[config.mk]
export PLATFORM = sky130hd
export DESIGN_NAME = battle_game_ctrl
export DESIGN_NICKNAME = d
export VERILOG_FILES = /design/src/rtl/battle_game_ctrl.sv
export SDC_FILE = /design/constraint.sdc
export NUM_CORES = 1
export LEC_CHECK = 0
export BUFFER_PORTS_ARGS = -buffer_cell sky130_fd_sc_hd__buf_2
export CAP_MARGIN = 30
export CORE_MARGIN = 5
export CORE_UTILIZATION = 55
export CTS_CLUSTER_SIZE = 8
export DETAILED_ROUTE_END_ITERATION = 8
export HOLD_SLACK_MARGIN = 0.05
export PLACE_DENSITY_LB_ADDON = 0.15
export SLEW_MARGIN = 20
export SYNTH_ARGS = -nofsm -noshare
export SYNTH_HDL_FRONTEND = slang
export SYNTH_SLANG_ARGS = --single-unit
[constraint.sdc]
create_clock -name clk -period 4.67 [get_ports clk]
set_clock_uncertainty 0.05 [all_clocks]
set_input_delay 0.467 -clock clk [delete_from_list [all_inputs] [get_ports clk]]
set_output_delay 0.467 -clock clk [all_outputs]
set_load 0.02 [all_outputs]
[src/rtl/battle_game_ctrl.sv]
// battle_game_ctrl: battleship game sequencer owning ship counters and the optional turn timer.
// Define TURN_TIMER_EN to build the per-turn timer; otherwise turn_timeout is tied 0.
module battle_game_ctrl #(
  parameter int MAX_SHIPS   = 5,
  parameter int CNT_W       = 3,
  parameter int TURN_CYCLES = 750_000_000,
  parameter int TIMER_W     = 30
) (
  input  logic             clk,
  input  logic             rst,
  input  logic [CNT_W-1:0] ship_sel,
  input  logic             sel_confirm,
  input  logic             place_confirm,
  input  logic             pc_setup_done,
  input  logic             player_fire,
  input  logic             shot_done,
  input  logic             shot_sunk,
  input  logic             restart,
  output logic [2:0]       state_o,
  output logic             decision,
  output logic             colocation_ships,
  output logic             setup,
  output logic             player_turn,
  output logic             pc_turn,
  output logic             is_victory,
  output logic             is_defeat,
  output logic [CNT_W-1:0] ships_to_place,
  output logic [CNT_W-1:0] player_ships_left,
  output logic [CNT_W-1:0] pc_ships_left,
  output logic             turn_timeout
);
  localparam logic [2:0] S_DECISION    = 3'd0;
  localparam logic [2:0] S_COLOCATION  = 3'd1;
  localparam logic [2:0] S_SETUP       = 3'd2;
  localparam logic [2:0] S_PLAYER_TURN = 3'd3;
  localparam logic [2:0] S_PLAYER_WAIT = 3'd4;
  localparam logic [2:0] S_PC_TURN     = 3'd5;
  localparam logic [2:0] S_VICTORY     = 3'd6;
  localparam logic [2:0] S_DEFEAT      = 3'd7;
  localparam logic [CNT_W-1:0] MAX_N = CNT_W'(MAX_SHIPS);
  localparam logic [CNT_W-1:0] ONE   = CNT_W'(1);

  logic [2:0]       state_q, state_d;
  logic [CNT_W-1:0] place_q, place_d, pl_q, pl_d, pc_q, pc_d;
  logic             timeout_q, timeout_d;
  logic             expire;
  logic [CNT_W-1:0] n_sel;

`ifdef TURN_TIMER_EN
  logic [TIMER_W-1:0] timer_q, timer_d;
  // Held at zero outside PLAYER_TURN, so every entry starts a fresh turn.
  always_comb timer_d = (state_q == S_PLAYER_TURN) ? timer_q + 1'b1 : '0;
  assign expire = (state_q == S_PLAYER_TURN) && (timer_q == TIMER_W'(TURN_CYCLES - 1)) && !player_fire;
  always_ff @(posedge clk or negedge rst)
    if (!rst) timer_q <= '0;
    else      timer_q <= timer_d;
`else
  assign expire = 1'b0;
`endif

  assign n_sel = (ship_sel == '0) ? ONE : (ship_sel > MAX_N) ? MAX_N : ship_sel;

  always_comb begin
    state_d   = state_q;
    place_d   = place_q;
    pl_d      = pl_q;
    pc_d      = pc_q;
    timeout_d = expire;
    case (state_q)
      S_DECISION: if (sel_confirm) begin
        state_d = S_COLOCATION;
        place_d = n_sel;
        pl_d    = n_sel;
        pc_d    = n_sel;
      end
      S_COLOCATION: if (place_confirm) begin
        place_d = (place_q != '0) ? place_q - 1'b1 : '0;
        state_d = (place_q <= ONE) ? S_SETUP : S_COLOCATION;
      end
      S_SETUP:       state_d = pc_setup_done ? S_PLAYER_TURN : S_SETUP;
      S_PLAYER_TURN: state_d = player_fire ? S_PLAYER_WAIT : expire ? S_PC_TURN : S_PLAYER_TURN;
      S_PLAYER_WAIT: if (shot_done) begin
        state_d = (shot_sunk && pc_q == ONE) ? S_VICTORY : S_PC_TURN;
        pc_d    = (shot_sunk && pc_q != '0) ? pc_q - 1'b1 : pc_q;
      end
      S_PC_TURN: if (shot_done) begin
        state_d = (shot_sunk && pl_q == ONE) ? S_DEFEAT : S_PLAYER_TURN;
        pl_d    = (shot_sunk && pl_q != '0) ? pl_q - 1'b1 : pl_q;
      end
      S_VICTORY, S_DEFEAT: if (restart) begin
        state_d = S_DECISION;
        place_d = '0;
        pl_d    = '0;
        pc_d    = '0;
      end
      default: state_d = S_DECISION;
    endcase
  end

  always_ff @(posedge clk or negedge rst)
    if (!rst) begin
      state_q   <= S_DECISION;
      place_q   <= '0;
      pl_q      <= '0;
      pc_q      <= '0;
      timeout_q <= 1'b0;
    end else begin
      state_q   <= state_d;
      place_q   <= place_d;
      pl_q      <= pl_d;
      pc_q      <= pc_d;
      timeout_q <= timeout_d;
    end

  assign state_o           = state_q;
  assign decision          = state_q == S_DECISION;
  assign colocation_ships  = state_q == S_COLOCATION;
  assign setup             = state_q == S_SETUP;
  assign player_turn       = state_q == S_PLAYER_TURN || state_q == S_PLAYER_WAIT;
  assign pc_turn           = state_q == S_PC_TURN;
  assign is_victory        = state_q == S_VICTORY;
  assign is_defeat         = state_q == S_DEFEAT;
  assign ships_to_place    = place_q;
  assign player_ships_left = pl_q;
  assign pc_ships_left     = pc_q;
  assign turn_timeout      = timeout_q;
endmodule

After elaboration in Yosys (flattened, before gate mapping)
Index checks and enable logic that the tools add are counted.
{"block": "totals", "regBits": 12, "input_bits": 12, "out_inout_bits": 20, "word_cells": 66}
{"block": "op_classes", "addsub": 3, "order_cmp": 2, "eq_ne": 16, "mux": 23, "reduce_logical": 18}
{"cell": "$mux W3", "count": 16}
{"cell": "$pmux W3 S3", "count": 3}
{"cell": "$pmux W3 S7", "count": 1}
{"cell": "$reduce_bool A3 Y1", "count": 6}
{"cell": "$reduce_and A5 Y1", "count": 3}
{"cell": "$eq A3 B3 Y1 const B", "count": 4}
{"cell": "$ne A2 B2 Y1 const B", "count": 6}
{"cell": "$eq A3 B1 Y1 const B", "count": 3}
{"cell": "$sub A3 B1 Y3 const B", "count": 3}
{"cell": "$eq A3 B2 Y1 const B", "count": 2}
{"cell": "$logic_not A3 Y1", "count": 2}
{"cell": "$logic_and A1 B1 Y1", "count": 4}
{"cell": "$mux W2", "count": 2}
{"cell": "$reduce_and A4 Y1", "count": 1}
{"cell": "$gt A3 B3 Y1 const B", "count": 1}
{"cell": "$le A3 B1 Y1 const B", "count": 1}
{"cell": "$ne A2 B1 Y1 const B", "count": 1}
{"cell": "$reduce_or A2 Y1", "count": 1}
{"cell": "$logic_or A1 B1 Y1", "count": 1}
{"cell": "$mux W1", "count": 1}

Longest topological paths before layout
{"block": "depth", "word_depth": 5, "depth_mapped": 6, "ltp_nobuf": 6}

Least setup slack after synthesis
No wires, ideal clock.
{"block": "synth_timing", "path_kind": "register to output", "from": "reg state_q[2], in the netlist state_o[2]", "to": "out decision", "arrival_time_ps": 1465, "t_required_ps": 4153, "slack_ps": 2688, "stages_incl_launch_ff": 5, "path_cell_list": "dfrtp_1 -> buf_4 -> buf_2 -> buf_2 -> nor3_1"}
{"block": "synth_via", "elab_chain_cells": 1}
{"element": "from (decl)", "line_no": "43", "source": "logic [2:0] state_q, state_d;"}
{"element": "from (signal assigned)", "line_no": "108", "source": "state_q <= state_d;"}
{"element": "$logic_not A3 Y1", "line_no": "116", "source": "assign decision = state_q == S_DECISION;"}
{"element": "to (decl)", "line_no": "20", "source": "output logic decision,"}
Every way passes these cells.

Worst setup path in the final report
{"block": "layout_timing", "from": "reg state_q[0], in the netlist state_o[0]", "to": "out colocation_ships"}
{"block": "layout_via", "elab_chain_cells": 1}
{"element": "$eq A3 B1 Y1", "line_no": "117", "source": "assign colocation_ships = state_q == S_COLOCATION;"}
{"element": "to (decl)", "line_no": "21", "source": "output logic colocation_ships,"}
Every way passes these cells.

==> reports/results.txt <==
Min-Delay Startpoint: ship_sel[2]
switching pwr: 456 uW
Highest Clock Rate: 0.432 GHz
DR vias: 1036
CP bufs+invs: 2
Async SR Flop Fraction: 1.00
max-cap violation count: 0
Post-synth top flop: dfrtp_1
Syn Nets: 149
Antenna Violating Nets Remaining: 0
Overflow after GRT: 0
Final Cycle Share: 0.495
initial antenna violation count: 0
DR iter-0 viols: 21
I/O pins: 32
Area contributors post-synth: dfrtp_1 28%, ha_1 9.3%, inv_1 4.9%
commonest non-fill, non-tap cells in the layout: 30 x buf_2, 14 x inv_1, 14 x nand2_1, 12 x dfrtp_1, 10 x nor2_1
register bit total from synthesis: 12
I/O Buffers: 30
register-to-register setup slack: 2590 ps
Worst path slowest cell: dfrtp_1
Worst slew margin: 0.461
CTS tree: yes
DP HPWL: 2.03 mm
top-area cell type share of the netlist area: 0.279
DR vias/cell: 5.69
syn_area_per_cell: 8.33 sq um
Sw Share: 0.535
first-pass GRT wire length: 4.43 mm
Starting Density: 0.565
Resize count post-CTS: 0
Clock Power Share: 0.078
setup TNS: 0 ps
Fin. Hold Viols: 0
Tot GR Track Use: 0.207
htree depth: 1
CP Launch Type: register
Detailed Route WL: 2.64 mm
average wire per standard cell: 14.5 um
die area: 0.00294 sq mm
largest net degree at the start of global routing: 31
number of filler cells placed in the layout: 168
layout cell share with drive strength beyond 1: 0.252
Clock Path Buffers: 2
Die X: 54.2 um
Final Instance Area: 0.00124 sq mm
hold-critical path endpoint: ships_to_place[2]
Placement Rows: 16
maximum vdd drop: 466 uV
Post-CTS Hold Fix Bufs: 1
CP Class: register to primary output
CP max FO: 22
CP required: 4150 ps
Seq pwr share: 0.304
run status: completed
FF-to-FF path depth: 4
die height: 54.2 um
clk sink count: 12
Critical Path AT: 1800 ps
Post-CTS Setup Bufs: 0
Synth Instances: 129
FF-to-FF Start: state_o[2]
Placed Area: 0.00121 sq mm
crit-path cells: or3b_4 -> inv_1 -> buf_2
Synth Warn #: 0
Num CTS Buffers: 3
core area: 0.00190 sq mm
Crit. End Element: primary output
vias in the first global route: 1009
Crit path max-delay family: flip-flops
RSZ-0062 raised after global routing: false
setup violators final: 0
gpl congestion: 0.911
Clk Latency, worst-skew pair: 270 ps
area of the multi-input gates: 671 sq um
Area Growth Syn to Fin: 15.4%
Synth area leader: dfrtp_1
Min-Delay Path Class: input pin to register
commonest non-fill, non-tap cell in the layout: buf_2
cell area after synthesis: 0.00107 sq mm
first drt pass iteration count: 4
total power: 852 uW
max-slew violation count: 0
Reg area: 300 sq um
Reg2Reg Capture Point: player_ships_left[1]
Comb pwr share: 0.618
Final min period: 2310 ps
DRC Markers: 0
Clk pin slew, worst setup/hold paths: 80 ps
Slew @ Worst Pin: 808 ps
clk root buf: clkbuf_4
Hold Path Stages: 3
CP peak stage delay: 780 ps
pwr dens: 687 mW/mm^2
register area share after synthesis: 0.279
Pint: 396 uW
ant diodes: 0
post-synth cell types: 44
Nets: 177
static leakage: 0.632 nW
Post-synth EDFFs: 0
power groups by stage:
stage	clock (mW)	combinational (mW)	sequential (mW)
2_1_floorplan	0	0.403	0.252
3_3_place_gp	0	0.515	0.256
3_5_place_dp	0	0.525	0.261
4_1_cts	0.0692	0.530	0.259
5_1_grt	0.0739	0.584	0.275
6_report	0.0663	0.526	0.259
state kept, by name, indices dropped and copies added (netlist names):
signal	count
pc_ships_left	3
player_ships_left	3
ships_to_place	3
state_o	3
area by class of cell:
class | count | area share
multi-input cells | 95 | 0.541
flip-flops and latches | 12 | 0.242
repair buffers | 31 | 0.129
inverters | 14 | 0.0424
well taps | 27 | 0.0272
clock buffers | 3 | 0.0182
synth_stat cells (3+ instances only):
| master | count |
|---|---|
| a21oi_1 | 3 |
| a31oi_1 | 4 |
| buf_2 | 5 |
| dfrtp_1 | 12 |
| ha_1 | 8 |
| inv_1 | 14 |
| mux2i_1 | 4 |
| nand2_1 | 14 |
| nand2b_1 | 3 |
| nand3_1 | 3 |
| nor2_1 | 10 |
| nor3_1 | 3 |
| o21ai_0 | 4 |
| o22ai_1 | 4 |
stage by stage:
stage                util  hold slack, ps  worst slack (ps)  std cells
finish              0.652             464              2360        182
detailed placement  0.635             319              2640        178
floorplan               -             121              2690        129
CTS                 0.652             458              2360        182
global placement    0.635             315              2720        178
global route        0.652             463              2220        182
worst max path at each step:
stage                from                   end  slack, ps  depth (start not counted)
2_1_floorplan  state_o[2]              decision       2690                          4
3_3_place_gp   state_o[2]  player_ships_left[0]       2720                          4
3_5_place_dp   state_o[2]  player_ships_left[1]       2640                          4
4_1_cts        state_o[0]      colocation_ships       2360                          3
5_1_grt        state_o[0]           player_turn       2220                          4
6_report       state_o[0]      colocation_ships       2360                          3
layer usage:
layer  global-route usage  part of all wire  up-vias
li1                     -                 -      517
met1                0.280              0.44      482
met2                0.311              0.49       32
met3               0.0388             0.056        5
met4                0.104             0.012        0
met5                    0                 0        -
kinds of logic after synthesis:
| kind of cell | after synthesis | synth area share |
|---|---|---|
| multiplexers | 6 | 0.0582 |
| XOR/XNOR | 1 | 0.00815 |
| buffers and inverters | 22 | 0.0966 |
| adder cells (fa/ha/maj) | 8 | 0.0931 |
| other | 1 | 0.00349 |
| flip-flops | 12 | 0.279 |
| AND/OR/NAND/NOR | 43 | 0.197 |
| AO/OA/AOI/OAI | 36 | 0.264 |
tightest hold or removal path: stages:
cell,delay [ps]
buf_2,140
nand3_1,70
a31oi_1,80
Note: power is estimated with default switching activity, not from simulation.
